### src/rtl/dm_arbiter.sv
// ============================================================================
// Module   : dm_arbiter
// Purpose  : Two-requester data-memory arbiter: fixed m0 priority with an m1
//            starvation guard, byte-lane read-merge-write stores and
//            registered load responses. Optional counters: DM_ARB_STATS_EN.
// Revision : 1.0  initial release
// ============================================================================
`default_nettype none

module dm_arbiter #(
  parameter int STARVE_LIMIT = 4,
  parameter int ADDR_W       = 32
) (
  input  logic              clk,
  input  logic              reset,
  input  logic              m0_req,
  input  logic              m0_we,
  input  logic [3:0]        m0_be,
  input  logic [ADDR_W-1:0] m0_addr,
  input  logic [31:0]       m0_wdata,
  input  logic [31:0]       m0_pc,
  output logic              m0_gnt,
  output logic              m0_rvalid,
  output logic [31:0]       m0_rdata,
  input  logic              m1_req,
  input  logic              m1_we,
  input  logic [3:0]        m1_be,
  input  logic [ADDR_W-1:0] m1_addr,
  input  logic [31:0]       m1_wdata,
  output logic              m1_gnt,
  output logic              m1_rvalid,
  output logic [31:0]       m1_rdata,
`ifdef DM_ARB_STATS_EN
  output logic [31:0]       stat_m0_cnt,
  output logic [31:0]       stat_m1_cnt,
  output logic [15:0]       stat_force_cnt,
`endif
  output logic              dm_MemWrite,
  output logic [ADDR_W-1:0] dm_Addr,
  output logic [31:0]       dm_WriteData,
  output logic [31:0]       dm_pc,
  input  logic [31:0]       dm_RD
);

  localparam logic [3:0] c_limit = 4'(STARVE_LIMIT);

  logic [3:0]        r_starve_cnt;
  logic              w_force;
  logic              w_gnt0;
  logic              w_gnt1;
  logic              w_we;
  logic [3:0]        w_be;
  logic [ADDR_W-1:0] w_addr;
  logic [31:0]       w_wdata;
  logic              w_unused_addr_bits;

  // Address bits [1:0] are ignored: the memory is word addressed.
  assign w_unused_addr_bits = ^{m0_addr[1:0], m1_addr[1:0]};

  assign w_force = (r_starve_cnt == c_limit) && m1_req;
  assign w_gnt0  = reset && m0_req && !w_force;
  assign w_gnt1  = reset && m1_req && (w_force || !m0_req);
  assign m0_gnt  = w_gnt0;
  assign m1_gnt  = w_gnt1;

  always_comb begin
    w_we    = 1'b0;
    w_be    = 4'h0;
    w_addr  = '0;
    w_wdata = 32'h0;
    if (w_gnt0) begin
      w_we    = m0_we;
      w_be    = m0_be;
      w_addr  = {m0_addr[ADDR_W-1:2], 2'b00};
      w_wdata = m0_wdata;
    end else if (w_gnt1) begin
      w_we    = m1_we;
      w_be    = m1_be;
      w_addr  = {m1_addr[ADDR_W-1:2], 2'b00};
      w_wdata = m1_wdata;
    end
  end

  // Lanes without an enable keep the current memory word (read-merge-write).
  always_comb begin
    dm_WriteData = 32'h0;
    if (w_we) begin
      for (int i = 0; i < 4; i++) begin
        dm_WriteData[8*i +: 8] = w_be[i] ? w_wdata[8*i +: 8] : dm_RD[8*i +: 8];
      end
    end
  end

  assign dm_MemWrite = w_we && (w_be != 4'h0);
  assign dm_Addr     = w_addr;
  assign dm_pc       = w_gnt0 ? m0_pc : 32'h0;

  always_ff @(posedge clk) begin
    if (!reset) begin
      r_starve_cnt <= 4'h0;
    end else if (!m1_req || w_gnt1) begin
      r_starve_cnt <= 4'h0;
    end else if (r_starve_cnt < c_limit) begin
      r_starve_cnt <= r_starve_cnt + 4'h1;
    end
  end

  always_ff @(posedge clk) begin
    if (!reset) begin
      m0_rvalid <= 1'b0;
      m1_rvalid <= 1'b0;
      m0_rdata  <= 32'h0;
      m1_rdata  <= 32'h0;
    end else begin
      m0_rvalid <= w_gnt0 && !m0_we;
      m1_rvalid <= w_gnt1 && !m1_we;
      if (w_gnt0 && !m0_we) m0_rdata <= dm_RD;
      if (w_gnt1 && !m1_we) m1_rdata <= dm_RD;
    end
  end

`ifdef DM_ARB_STATS_EN
  always_ff @(posedge clk) begin
    if (!reset) begin
      stat_m0_cnt    <= 32'h0;
      stat_m1_cnt    <= 32'h0;
      stat_force_cnt <= 16'h0;
    end else begin
      if (w_gnt0) stat_m0_cnt <= stat_m0_cnt + 32'h1;
      if (w_gnt1) stat_m1_cnt <= stat_m1_cnt + 32'h1;
      if (w_gnt1 && w_force) stat_force_cnt <= stat_force_cnt + 16'h1;
    end
  end
`endif

endmodule

`default_nettype wire

### config.mk
export PLATFORM = sky130hd
export DESIGN_NAME = dm_arbiter
export DESIGN_NICKNAME = d
export VERILOG_FILES = /design/src/rtl/dm_arbiter.sv
export SDC_FILE = /design/constraint.sdc
export NUM_CORES = 1
export LEC_CHECK = 0
export ABC_AREA = 1
export CORE_AREA = 2 2 143 145
export CTS_CLUSTER_SIZE = 20
export DETAILED_ROUTE_END_ITERATION = 16
export DIE_AREA = 0 0 145 147
export HOLD_SLACK_MARGIN = 0.08
export PLACE_DENSITY = 0.59
export SLEW_MARGIN = 20
export SYNTH_ARGS = -nofsm -noshare
export SYNTH_HDL_FRONTEND = slang
export SYNTH_SLANG_ARGS = --single-unit
### constraint.sdc
create_clock -name clk -period 2.1 [get_ports clk]
set_clock_uncertainty 0.2 [all_clocks]
set_input_delay 0.21 -clock clk [delete_from_list [all_inputs] [get_ports clk]]
set_output_delay 0.21 -clock clk [all_outputs]
set_load 0.01 [all_outputs]
-- After elaboration in Yosys (flattened, before gate mapping)
Index checks and enable logic that the tools add are counted.
- add/subtract/negate cells: 1
- multiply operators: 0
- divide/modulo/power cells: 0
- magnitude comparators: 1
- eq/ne operators: 1
- shift operators: 0
- muxes and demuxes: 14
- bitwise logic cells: 1
- reductions and logical operators: 17
- operators by type and width (kind ; count):
    two-way mux 32 bit ; 6
    two-way mux 8 bit ; 4
    logical AND 1 bit ; 8
    two-way mux 4 bit ; 2
    zero test 1 bit ; 5
    adder 4 x 1 -> 4 bit (second input constant) ; 1
    == test 4 x 3 -> 1 bit (second input constant) ; 1
    less-than comparator 4 x 3 -> 1 bit (second input constant) ; 1
    nonzero test 4 bit ; 1
    logical OR 1 bit ; 2
    two-way mux 1 bit ; 2
    OR reduction 2 bit ; 1
    NOT 1 bit ; 1
- bits in registers: 70
- bits in latches: 0
- memory bits (writable): 0
- memory bits (read-only): 0
- input port bits: 206
- output and inout port bits: 165
- logic and storage cells: 40
- memories kept: 0

-- Depth between registers and ports, before layout
- depth after elaboration: 8
- mapped depth: 14
- depth with buffers taken out: 11

-- Worst setup path after synthesis
OpenSTA, ideal clock, no wires.
- path type: register -> output
- start point: register r_starve_cnt[0]
- end point: output port dm_WriteData[16]
- data arrival time: 1.574 ns
- data required time: 1.690 ns
- slack: 0.116 ns
- cell stages (with the launch flop): 15
- buffers on the path: 3
- path through: dfxtp_1 > inv_1 > ha_1 > nand2_1 > inv_1 > nand2_2 > buf_6 > nand2_4 > buf_6 > nand2_1 > nand2_1 > buf_4 > nand2_1 > nand2_1 > nor2_1
- cells in the longest elaborated chain, start to end: 8
- elaborated cells on any way between the ends: 14
- classes of those cells: eq/ne: 1; mux: 8; reduce/logical: 5
- RTL lines (element ; RTL line ; source):
    from (decl) ; 47 ; logic [3:0] r_starve_cnt;
    from (signal assigned) ; 104 ; r_starve_cnt <= r_starve_cnt + 4'h1;
    == test 4 x 3 -> 1 bit * ; 60 ; assign w_force = (r_starve_cnt == c_limit) && m1_req;
    logical AND 1 bit * ; 60 ;
    logical OR 1 bit ; 62 ; assign w_gnt1 = reset && m1_req && (w_force || !m0_req);
    logical AND 1 bit ; 62 ;
    two-way mux 32 bit or two-way mux 4 bit (tied branches) ; 76 ; end else if (w_gnt1) begin
    two-way mux 32 bit or two-way mux 4 bit (tied branches) ; 71 ; if (w_gnt0) begin
    two-way mux 8 bit ; 89 ; dm_WriteData[8*i +: 8] = w_be[i] ? w_wdata[8*i +: 8] : dm_RD[8*i +: 8];
    two-way mux 32 bit * ; 87 ; if (w_we) begin
    to (decl) ; 40 ; output logic [31:0] dm_WriteData,
Every way passes the cells marked *; elsewhere a longest branch is shown, timed or not.

-- Worst setup path after layout
- start point: register r_starve_cnt[1]
- end point: output port dm_WriteData[26]
The elaborated chain is that of the path after synthesis.

==> run_results.csv <==
group,metric,value,unit
clock_network,numCtsBuffers,9,
grt,grt_pass1_wl,36100,um
routing,drtAntennaViolNets,0,
place,place_congestion,0.846,
sta,finalMaxSlewViolations,0,
final_layout,area_delta_synth_final,112,%
floorplanning,coreArea,0.0198,sq mm
clock_network,htree_levels,3,
hold_path,hold_class,"register to register",
logic_synthesis,netlist_instances,784,
routing,first_pass_iters,5,
routing,drt-wirelength-per-cell,17.2,um
logic_synthesis,ys_seq_area_share,31.0,%
logic_synthesis,synth_edf_count,0,
hold_path,hold_end,"m0_rdata[30]$_SDFFE_PN0P_",
grt,antenna_found_initial,10,
clock_network,clockRootBuffer,"clkbuf_16",
sta,tightest_slew,0.746,ns
critical_path,cp.arrival,2.05,ns
grt,grtUsageTotal,22.1,%
logic_synthesis,ys_types,22,
place,dp_hpwl,18300,um
floorplanning,die_area,0.0213,sq mm
sta,fmax,0.406,GHz
clock_network,clk_pin_slew,0.06,ns
clock_network,cts_tree,"built",
critical_path,crit_fanout,8,
place,dp_cells,1414,
power_and_ir_drop,power.leakage,0.00468,uW
status,violations,"negative setup slack",
hold_path,hold_depth,2,
place,place_ws,-0.657,ns
grt,gr-total-overflow,0,
grt,grt_pass1_vias,6028,
sta,grt_setup_unrepaired,"true",
sta,fin_ws,-0.365,ns
logic_synthesis,synth-seq-cells,70,
floorplanning,start_util,22.8,%
routing,vias,6340,
floorplanning,die_w,145,um
sta,setup_viol,129,
critical_path,r2r_start,"r_starve_cnt[1]$_SDFFE_PP0N_",
sta,finalCriticalPeriod,2.46,ns
status,status,"complete, but fails checks",
sta,relSlewSlack,50.3,%
clock_network,cts.sinks,70,
power_and_ir_drop,power_density,472,mW/mm^2
critical_path,r2r-end,"m1_rdata[19]$_SDFFE_PN0P_",
floorplanning,num_io_pins,371,
hold_path,hp-start,"m0_rdata[30]$_SDFFE_PN0P_",
place,port_buffers,364,
sta,fin_crit_sh,117,%
floorplanning,die_h,147,um
logic_synthesis,synth_area_per_cell,5.77,sq um
clock_network,insertion_delay,0.34,ns
power_and_ir_drop,vdd_drop_max,275,uV
job,drv_cap,0,
logic_synthesis,yosys_warnings,0,
grt,grt_max_degree,65,
logic_synthesis,yosys_most_used_dff,"dfxtp_1",
routing,drc_errors,0,
sta,final_hold_viol_count,0,
final_layout,fin_nets,1403,
logic_synthesis,synthArstFlopShare,0,%
critical_path,reg2reg_depth,15,
routing,routed_wl,25400,um
critical_path,r2r_slack,-0.18,ns
floorplanning,rows,52,
critical_path,required,1.69,ns
routing,viasPerCell,4.29,
clock_network,cts_buffer_depth,2,
critical_path,startpoint_type,"register",
critical_path,crit_type,"register to output pin",
routing,drtIter0Drc,217,
final_layout,drive_above_1_share,24.0,%
critical_path,end_kind,"output pin",
logic_synthesis,netlist_area,0.00453,sq mm
final_layout,final_cells,1478,
## repair_timing
action                     4_1_cts  5_1_grt
hold buffers                     0        0
pin swaps                       18       35
resized for setup              450       85
setup endpoints to repair      129      119
buffers inserted                12       13
cloned                           8        7
## registers in the layout (all words and copies together) (netlist names)
| signal | count |
|---|---|
| m1_rvalid | 1 |
| m0_rdata | 32 |
| m0_rvalid | 1 |
| m1_rdata | 32 |
| r_starve_cnt | 4 |
## worst max-delay path, stage by stage (launching register included)
cell     delay, ns
dfxtp_2       0.33
inv_2         0.08
ha_4          0.14
nand2_2       0.05
inv_2         0.09
nand2_8       0.09
a21oi_4       0.17
nand2_2       0.08
nand2_4       0.13
buf_12        0.16
buf_6         0.11
nand2_1       0.04
nor2_1        0.10
buf_2         0.15
## how the worst max path moves through the flow
stage,depth (start not counted),from,slack [ns],endpoint
2_1_floorplan,14,r_starve_cnt[0]$_SDFFE_PP0N_,0.12,dm_WriteData[16]
3_3_place_gp,12,m1_req,-0.63,dm_WriteData[16]
3_5_place_dp,12,m1_req,-0.66,dm_WriteData[16]
4_1_cts,12,r_starve_cnt[0]$_SDFFE_PP0N_,-0.39,dm_WriteData[2]
5_1_grt,15,r_starve_cnt[1]$_SDFFE_PP0N_,-0.46,dm_WriteData[6]
6_report,13,r_starve_cnt[1]$_SDFFE_PP0N_,-0.36,dm_WriteData[26]
## metrics by stage
step / TNS (ns) / hold WS, ns / instance area, sq um / utilization [%] / total power [uW]
2_1_floorplan: 0 / 0.123 / 4530 / - / 1910
3_3_place_gp: -54.94 / 0.258 / 8640 / 43.5 / 2770
3_5_place_dp: -57.42 / 0.265 / 8640 / 43.5 / 2770
4_1_cts: -24.30 / 0.274 / 9030 / 45.5 / 4460
5_1_grt: -39.56 / 0.293 / 9570 / 48.2 / 4730
6_report: -27.97 / 0.271 / 9580 / 48.3 / 4520
## cell usage after synthesis (9+ instances only)
| cell | number | share of area (%) |
|---|---|---|
| nand2_1 | 270 | 22 |
| o21ai_0 | 32 | 3.5 |
| buf_4 | 9 | 1.5 |
| nand3_1 | 45 | 5.0 |
| nor2_1 | 168 | 14 |
| dfxtp_1 | 70 | 31 |
| a22o_1 | 30 | 5.8 |
| inv_1 | 99 | 8.2 |
| buf_6 | 10 | 2.5 |
| buf_2 | 17 | 1.9 |
| clkbuf_1 | 14 | 1.2 |
## layout by cell type (no fill, tap or decap), types with 4 or more instances in the layout
cell / count
nand3_1: 42
dfxtp_1: 68
inv_1: 96
buf_4: 45
buf_16: 7
buf_2: 86
nand2_2: 30
nand2_1: 232
o21ai_0: 32
clkdlybuf4s50_1: 266
nand2_4: 9
nor2_4: 7
nand3b_1: 4
inv_2: 6
buf_12: 15
diode_2: 10
nor2_1: 135
a22o_1: 30
buf_6: 18
clkbuf_16: 16
nor2_2: 27
## power by group
part	total, uW	internal [uW]	switching, uW
Sequential	1420	1390	28.8
Combinational	1470	822	647
Clock	1640	1060	581
## logic make-up after synthesis
family | Yosys count | synth area share, %
simple gates | 491 | 42.6
buf+inv | 154 | 15.6
compound gates | 65 | 9.93
xor+xnor | 1 | 0.194
fa+ha+maj | 2 | 0.553
other cells | 1 | 0.0829
flops | 70 | 31.0
## per-layer routing
| layer | global-route usage (%) | up-vias | wire (um) |
|---|---|---|---|
| li1 | - | 3192 | - |
| met1 | 25.0 | 2843 | 9780 |
| met2 | 38.7 | 247 | 12900 |
| met3 | 4.63 | 58 | 1490 |
| met4 | 13.1 | 0 | 1240 |
| met5 | 0 | - | 0 |
## final cells by class
class | instances | area, sq um
fill | 2073 | 10300
antenna | 10 | 25.0
sequential | 70 | 1400
timing repair buffer | 449 | 4360
multi-input combinational | 562 | 2750
tap | 270 | 338
clock buffer | 10 | 239
clock inverter | 4 | 72.6
inverter | 103 | 394
No activity file was read; power rests on OpenSTA's default activity.
